[src/rtl/sinal_magnitude_fifo_if.sv]
// Handshake bundle between the subtractor, the sign-magnitude FIFO and its consumer.
interface sinal_magnitude_fifo_if #(
  parameter int CW = 8
);
  logic          in_valid;
  logic          in_ready;
  logic [8:0]    in_s;
  logic          out_valid;
  logic          out_ready;
  logic          out_neg;
  logic [7:0]    out_mag;
  logic          out_zero;
  logic [CW-1:0] underflow_count;

  // Producer/consumer side: drives the input data and the consumer's ready.
  modport master (
    output in_valid, in_s, out_ready,
    input  in_ready, out_valid, out_neg, out_mag, out_zero, underflow_count
  );

  // FIFO side.
  modport slave (
    input  in_valid, in_s, out_ready,
    output in_ready, out_valid, out_neg, out_mag, out_zero, underflow_count
  );
endinterface

[src/rtl/sinal_magnitude_fifo.sv]
// Converts 9-bit two's-complement differences to sign-magnitude, buffers them
// in a DEPTH-entry FIFO and counts (saturating) the negative results accepted.
module sinal_magnitude_fifo #(
  parameter int DEPTH = 4,
  parameter int CW    = 8
) (
  input  logic               clk,
  input  logic               rst,
  sinal_magnitude_fifo_if.slave bus
);
  localparam int PW = $clog2(DEPTH);

  // Each entry holds {neg, mag}; zero is derived from the stored magnitude.
  logic [8:0]    mem [DEPTH];
  logic [PW-1:0] rd_ptr;
  logic [PW-1:0] wr_ptr;
  logic [PW:0]   count;
  logic [CW-1:0] ucnt;
  logic          full;
  logic          empty;
  logic          push;
  logic          pop;
  logic          in_neg;
  logic [7:0]    in_mag;
  logic [8:0]    head;

  // Input-side conversion to sign-magnitude and handshake qualification.
  always_comb begin
    in_neg = bus.in_s[8];
    in_mag = in_neg ? (~bus.in_s[7:0] + 8'd1) : bus.in_s[7:0];
    full   = (count == (PW+1)'(DEPTH));
    empty  = (count == '0);
    push   = bus.in_valid && !full;
    pop    = !empty && bus.out_ready;
  end

  // Storage, pointers, occupancy and the saturating underflow counter.
  always_ff @(posedge clk) begin
    if (rst) begin
      rd_ptr <= '0;
      wr_ptr <= '0;
      count  <= '0;
      ucnt   <= '0;
    end else begin
      if (push) begin
        mem[wr_ptr] <= {in_neg, in_mag};
        wr_ptr      <= wr_ptr + 1'b1;
      end
      if (pop) begin
        rd_ptr <= rd_ptr + 1'b1;
      end
      case ({push, pop})
        2'b10:   count <= count + 1'b1;
        2'b01:   count <= count - 1'b1;
        default: count <= count;
      endcase
      if (push && in_neg && (ucnt != '1)) begin
        ucnt <= ucnt + 1'b1;
      end
    end
  end

  // Head presentation; outputs are forced to 0 while the FIFO is empty.
  always_comb begin
    head                = empty ? '0 : mem[rd_ptr];
    bus.in_ready        = !full;
    bus.out_valid       = !empty;
    bus.out_neg         = head[8];
    bus.out_mag         = head[7:0];
    bus.out_zero        = !empty && (head[7:0] == 8'd0);
    bus.underflow_count = ucnt;
  end
endmodule

[src/flat_wrapper.sv]
// flat-port wrapper written by rule: the top's interface ports become plain ports
module sinal_magnitude_fifo_flat 
#(
  parameter int DEPTH = 4,
  parameter int CW    = 8
)
  (clk, rst, bus_in_valid, bus_in_s, bus_out_ready, bus_in_ready, bus_out_valid, bus_out_neg, bus_out_mag, bus_out_zero, bus_underflow_count);
  sinal_magnitude_fifo_if #(.CW(CW)) bus_i ();
  input  logic clk;
  input  logic rst;
  input wire logic [$bits(bus_i.in_valid)-1:0] bus_in_valid;
  input wire logic [$bits(bus_i.in_s)-1:0] bus_in_s;
  input wire logic [$bits(bus_i.out_ready)-1:0] bus_out_ready;
  output wire logic [$bits(bus_i.in_ready)-1:0] bus_in_ready;
  output wire logic [$bits(bus_i.out_valid)-1:0] bus_out_valid;
  output wire logic [$bits(bus_i.out_neg)-1:0] bus_out_neg;
  output wire logic [$bits(bus_i.out_mag)-1:0] bus_out_mag;
  output wire logic [$bits(bus_i.out_zero)-1:0] bus_out_zero;
  output wire logic [$bits(bus_i.underflow_count)-1:0] bus_underflow_count;
  assign bus_i.in_valid = bus_in_valid;
  assign bus_i.in_s = bus_in_s;
  assign bus_i.out_ready = bus_out_ready;
  assign bus_in_ready = bus_i.in_ready;
  assign bus_out_valid = bus_i.out_valid;
  assign bus_out_neg = bus_i.out_neg;
  assign bus_out_mag = bus_i.out_mag;
  assign bus_out_zero = bus_i.out_zero;
  assign bus_underflow_count = bus_i.underflow_count;
  sinal_magnitude_fifo #(.DEPTH(DEPTH), .CW(CW)) u_core (.clk(clk), .rst(rst), .bus(bus_i));
endmodule
[config.mk]
export PLATFORM = sky130hd
export DESIGN_NAME = sinal_magnitude_fifo_flat
export DESIGN_NICKNAME = d
export VERILOG_FILES = /design/src/rtl/sinal_magnitude_fifo_if.sv /design/src/rtl/sinal_magnitude_fifo.sv /design/src/flat_wrapper.sv
export SDC_FILE = /design/constraint.sdc
export NUM_CORES = 1
export LEC_CHECK = 0
export ABC_AREA = 1
export CORE_MARGIN = 2
export CORE_UTILIZATION = 52
export CTS_BUF_LIST = sky130_fd_sc_hd__clkbuf_8
export DETAILED_ROUTE_END_ITERATION = 16
export HOLD_SLACK_MARGIN = 0.1
export PLACE_DENSITY = 0.79
export SETUP_SLACK_MARGIN = 0.05
export SLEW_MARGIN = 5
export SYNTH_ARGS = -nofsm -noshare
export SYNTH_HDL_FRONTEND = slang
export SYNTH_SLANG_ARGS = --single-unit
[constraint.sdc]
create_clock -name clk -period 1.8 [get_ports clk]
set_input_delay 0.18 -clock clk [delete_from_list [all_inputs] [get_ports clk]]
set_output_delay 0.18 -clock clk [all_outputs]
set_load 0.1 [all_outputs]
# [Yosys cells after proc, flatten, opt, wreduce, memory -nomap -nowiden]
# Memories as Yosys holds them, arrays and structs flattened. A register that Yosys moved wholly into a read port is not among the register bits.
# Cells that the tools add are included.
[word_totals] inputBits=13 ram_bits=36 regBits=15 elab_cells=34 memories=1 out_inout_bits=20
[mem_list] memory="u_core.mem" depth=4 word_bits=9 read_ports=1 rd_clocked_by_memory_dff=1 write_ports=1 line="sinal_magnitude_fifo.sv:14" source="logic [8:0] mem [DEPTH];"
[classes] muxes=8 bitwise=1 eq_ne=4 reduce_logical=10 n_addsub=6
[ops] op="adder 8 x 1 -> 8 bit (second input constant)" count=2
[ops] op="2-to-1 mux 9 bit" count=1
[ops] op="zero test 8 bit" count=1
[ops] op="2-to-1 mux 8 bit" count=1
[ops] op="!= test 8 bit (second input constant)" count=1
[ops] op="NOT 8 bit" count=1
[ops] op="case mux 3 bit (2 select lines)" count=1
[ops] op="logical AND 1 bit" count=5
[ops] op="adder 2 x 1 -> 2 bit (second input constant)" count=2
[ops] op="2-to-1 mux 2 bit" count=2
[ops] op="adder 3 x 1 -> 3 bit (second input constant)" count=1
[ops] op="equality test 3 bit (second input constant)" count=1
[ops] op="zero test 3 bit" count=1
[ops] op="2-to-1 mux 1 bit" count=3
[ops] op="subtractor 3 x 1 -> 3 bit (second input constant)" count=1
[ops] op="equality test 2 x 1 -> 1 bit (second input constant)" count=1
[ops] op="equality test 2 bit (second input constant)" count=1
[ops] op="zero test 1 bit" count=2
[ops] op="nonzero test 2 bit" count=1

# [Longest topological paths before layout]
[depth] depth_word=6 ltp_mapped=11 mapped_depth_nobuf=11

# [Least setup slack after synthesis]
# No wires, ideal clock.
[synth_path] path_type="flip-flop to output port" start="register u_core.count[2]" end="output bus_out_mag[3]" t_arrival_ns=2.335 required_ns=1.620 path_stages_with_launch=5 slack_ns=-0.715 path_cell_list="dfxtp_1 inv_2 nand2_4 inv_2 a21oi_1"
[synth_via] elab_chain_cells=2
[synth_rtl] item="from (decl)" line="sinal_magnitude_fifo.sv:17" source="logic [PW:0] count;"
[synth_rtl] item="from (signal assigned)" line="sinal_magnitude_fifo.sv:53" source="2'b10: count <= count + 1'b1;"
[synth_rtl] item="from (signal assigned)" line="sinal_magnitude_fifo.sv:54" source="2'b01: count <= count - 1'b1;"
[synth_rtl] item="from (signal assigned)" line="sinal_magnitude_fifo.sv:55" source="default: count <= count;"
[synth_rtl] item="zero test 3 bit" line="sinal_magnitude_fifo.sv:32" source="empty = (count == '0);"
[synth_rtl] item="2-to-1 mux 9 bit" line="sinal_magnitude_fifo.sv:65" source="head = empty ? '0 : mem[rd_ptr];"
[synth_rtl] item="to (decl)" line="flat_wrapper.sv:17" source="output wire logic [$bits(bus_i.out_mag)-1:0] bus_out_mag;"
# No other way between the ends.

# [Worst setup path after layout]
[layout_path] start="register u_core.count[0]" end="register u_core.count[2]"
[layout_via] elab_chain_cells=5 word_cells_on_any_way=12 classes_between="add/sub: 2; eq/ne: 3; mux: 1; reduce/logical: 6"
[layout_rtl] item="equality test 3 bit or zero test 3 bit (tied branches)" line="sinal_magnitude_fifo.sv:31, sinal_magnitude_fifo.sv:32"
[layout_rtl] item="zero test 1 bit (on tied branches)" line="sinal_magnitude_fifo.sv:33, sinal_magnitude_fifo.sv:34"
[layout_rtl] item="logical AND 1 bit (on tied branches)" line="sinal_magnitude_fifo.sv:33, sinal_magnitude_fifo.sv:34"
[layout_rtl] item="equality test 2 x 1 -> 1 bit or equality test 2 bit (tied branches)" line="sinal_magnitude_fifo.sv:52" source="case ({push, pop})"
[layout_rtl] item="case mux 3 bit (2 select lines) or nonzero test 2 bit (tied branches)"
# Parallel ways exist; a longest one is shown, timed or not.
# A chain may end at the register's enable or synchronous reset.

==> run summary <==
In this run the number of H-tree levels came out at 2. The total number of nets in the final design came out at 370. The destination of the worst hold path is u_core.bus.underflow_count[7]. After synthesis the netlist holds a flip-flop and latch count of 53.

The number of different library cells used by synthesis comes to 29. Of the post-synthesis cell area, the dominant cell type holds 0.4124. The async set-or-reset flop fraction in the synthesized netlist is 0. The final critical-path setup slack came out at -0.01676 ns. The largest fanout on the critical path is 3. The synthesis-to-finish area growth came out at 34.08%. STA puts the critical path data arrival time at 2.01 ns. The category of the most critical setup path is flop to flop. The fraction of final layout cells with drive strength greater than 1 is 0.2914. Of the total synthesized cell area, the portion taken by XOR and XNOR cells is 0.03007.

The via count came out at 2078. The total power of the final layout came out at 5.290 mW. Setup repair after global routing could not meet its margin everywhere. The HPWL after detailed placement came out at 4005 um. In this run the cell area of the synthesized design comes to 2621 um^2.

The number of buffers added by the clock tree synthesis step came out at 5. The depth of the worst register-to-register path is 12. The number of flops mapped to enable cells by yosys came out at 36. The worst hold path cell count came out at 2.

The total power density per cell area came out at 1505 nW/um^2. The first detailed-routing pass ran for 4 iterations. After synthesis, the most frequently instantiated cells are nand2_1, edfxtp_1, inv_1. The arithmetic-cell share of the synthesized area counting full adders, half adders and majority gates came out at 0.04105.

Across every metal layer, demand over resource in global routing totals 0.2176. The complex-gate fraction of the synthesized area came out at 0.06921. The share of the clock period used by the worst path after layout came out at 1.009.

The routed wirelength normalized by instance count came out at 13.34 um. The checks that failed: setup timing. The average cell area after synthesis came out at 8.946 um^2.

The worst setup path is launched from a flop. The total count of max-transition violations in the final report is 0. STA classifies the critical path endpoint as a flop. After detailed placement, the total cell area comes to 3298 um^2. The reg-to-reg critical path startpoint is u_core.count[0].

The total routed wirelength is 5562 um. The via count of the first global-routing pass came out at 1969. The number of setup violations in the final report came out at 2.

The flop-to-flop setup slack came out at -0.02 ns. The initial antenna violation count is 0. The first global-routing pass estimated 8887 um of wire. Between clock sinks in the finished design, the worst skew comes to 0.01182 ns. The die outline width came out at 75 um. The quantity of I/O buffers inserted on ports is 32. In this run the static leakage power is 1.459 nW.

The total instance count after detailed placement came out at 403. The clock transition at the registers of the reported paths is 0.10 ns. The mux cell area share after synthesis is 0. The number of clock sinks is 53. For the pin with the worst max-slew slack, the measured transition is 0.5029 ns. Final hold analysis gives a worst-case slack of 0.5005 ns. The number of nets with antenna violations after routing came out at 0. At the end of routability-driven placement, the weighted congestion stood at 0.8157. The maximum number of pins on one net before global-route repair is 19.

Counting every instance in the synthesized netlist gives 293. The most common cell in the synthesized netlist is nand2_1. The post-route DRC violation count came out at 0. The maximum achievable frequency came out at 550.4 MHz. Dividing the detail-routed via count by the number of cells gives 4.983. The later-pin clock latency in the skew report is 0.31 ns. The number of design-rule violations left by the first detailed-router iteration is 104. The largest family of logic cells by synthesized area is simple AND/OR/NAND/NOR gates.

The initial core utilization came out at 0.5477. Among all flip-flop cells after synthesis, the most frequent one is edfxtp_1. After synthesis, the cell types taking the most area are edfxtp_1, dfxtp_1, nand2_1. In this run the most critical hold path is launched from u_core.bus.underflow_count[7]. The overflow left after global routing came out at 0.

The min-delay analysis places its worst path in the category flop to flop. The number of hold-slack violations in the final timing report is 0. Of the total synthesized cell area, the portion taken by AND, OR, NAND and NOR gates is 0.2415. TritonCTS built the clock tree. IR analysis of the VDD net gives a maximum drop of 0.8490 mV.

In this run the count of I/O pins placed on the die edge is 33. In this run the vertical extent of the chip is 75 um. The number of nets handed over by synthesis was 314. The number of filler instances in the final layout came out at 326. The headroom to the max-slew limit came out at 0.6612.

The fraction of the yosys area taken by sequential cells is 0.5422. The biggest area contributor in the post-synthesis netlist is edfxtp_1. The final non-filler cell total is 417. The flow ran to the end, but the final reports show violations. The total inserted antenna cells is 0. The max capacitance violation total is 0.

The maximum clock insertion buffer count is 2. The critical path data required time came out at 1.99 ns. The die outline area came out at 5625 um^2. The area of all placed cells without fillers came out at 3515 um^2. The worst register-to-register path ends at u_core.count[2]. The number of placement rows came out at 25. The routed design could run at a clock period as short as 1.817 ns. The placeable core region came out at 4786 um^2.

The master cell of the clock root buffer is clkbuf_8. The number of warnings issued by yosys came out at 0.
-- timing repair --
item	CTS	global route
endpoints found under the hold margin	0	0
setup endpoints to repair	6	6
gates cloned	1	0
hold buffers	0	0
resized for setup	21	6
pin swaps	15	3
buffers inserted	5	1
-- worst max-delay path by stage --
stage,startpoint,endpoint,slack [ns],depth (start not counted)
after global routing,u_core.count[1],u_core.count[2],-0.09,12
final,u_core.count[0],u_core.count[2],-0.02,12
after detailed placement,bus_out_ready,u_core.count[2],-0.13,10
after CTS,flop,bus_out_zero,-0.002,9
after global placement,bus_out_ready,u_core.count[2],-0.04,10
after floorplan,u_core.count[1],u_core.count[2],-0.08,10
-- power by group --
| part | internal, mW | total (mW) | switching (mW) |
|---|---|---|---|
| clock network | 0.264 | 0.630 | 0.366 |
| registers | 1.43 | 1.52 | 0.0916 |
| logic | 1.13 | 3.14 | 2.01 |
-- cell type report --
class	count	area, um^2	area share
Timing Repair Buffer	55	624.3	0.1776
Clock inverter	3	13.76	0.003916
Multi-Input combinational cell	196	1127	0.3208
Clock buffer	5	68.82	0.01958
Tap cell	67	83.83	0.02385
Inverter	38	155.1	0.04414
Sequential cell	53	1441	0.4101
-- critical path, cell delays in order (launching register included) --
cell     delay, ns
dfxtp_2       0.35
nor2_4        0.05
buf_12        0.13
nand2_8       0.06
inv_4         0.04
nor2_4        0.12
ha_4          0.15
inv_4         0.03
fa_2          0.34
a21oi_2       0.14
o21ai_1       0.09
o21ai_1       0.13
a21oi_1       0.06
-- stage by stage --
stage	setup slack [ns]	setup TNS, ns	utilization
floorplan	-0.07579	-0.2695	-
global placement	-0.04197	-0.04622	0.6892
detailed placement	-0.1317	-0.1693	0.6892
CTS	-0.002154	-0.002154	0.7307
global route	-0.09168	-0.1889	0.7344
finish	-0.01676	-0.02950	0.7344
-- registers in the layout, indices dropped and copies added, names as in the netlist, named ones only --
register	cells
u_core.bus.underflow_count	8
u_core.count	3
u_core.mem	36
u_core.rd_ptr	2
u_core.wr_ptr	2
-- cell usage in the layout, fill, tap and decap left out, drive strengths merged --
cell / n
clkbuf: 5
xnor2: 5
o21ai: 18
a21boi: 1
clkinv: 2
nor3b: 1
dfxtp: 17
edfxtp: 36
fa: 1
nor3: 2
nand2: 84
inv: 39
buf: 43
clkdlybuf4s50: 12
nand4: 2
ha: 7
xor2: 4
nand3b: 1
a21oi: 16
nand3: 16
nor2: 38
-- logic make-up after synthesis --
family / count (synthesis)
compound gates: 35
xor+xnor: 9
fa+ha+maj: 8
buf+inv: 44
flops: 53
simple gates: 144
-- layer usage --
| layer | wire length, um | global-route usage | part of all wire |
|---|---|---|---|
| met1 | 2230 | 0.2566 | 0.40 |
| met2 | 2916 | 0.3889 | 0.52 |
| met3 | 314 | 0.05087 | 0.056 |
| met4 | 99 | 0.07540 | 0.018 |
| met5 | 0 | 0 | 0 |
Power figures use the tool's default switching activity.
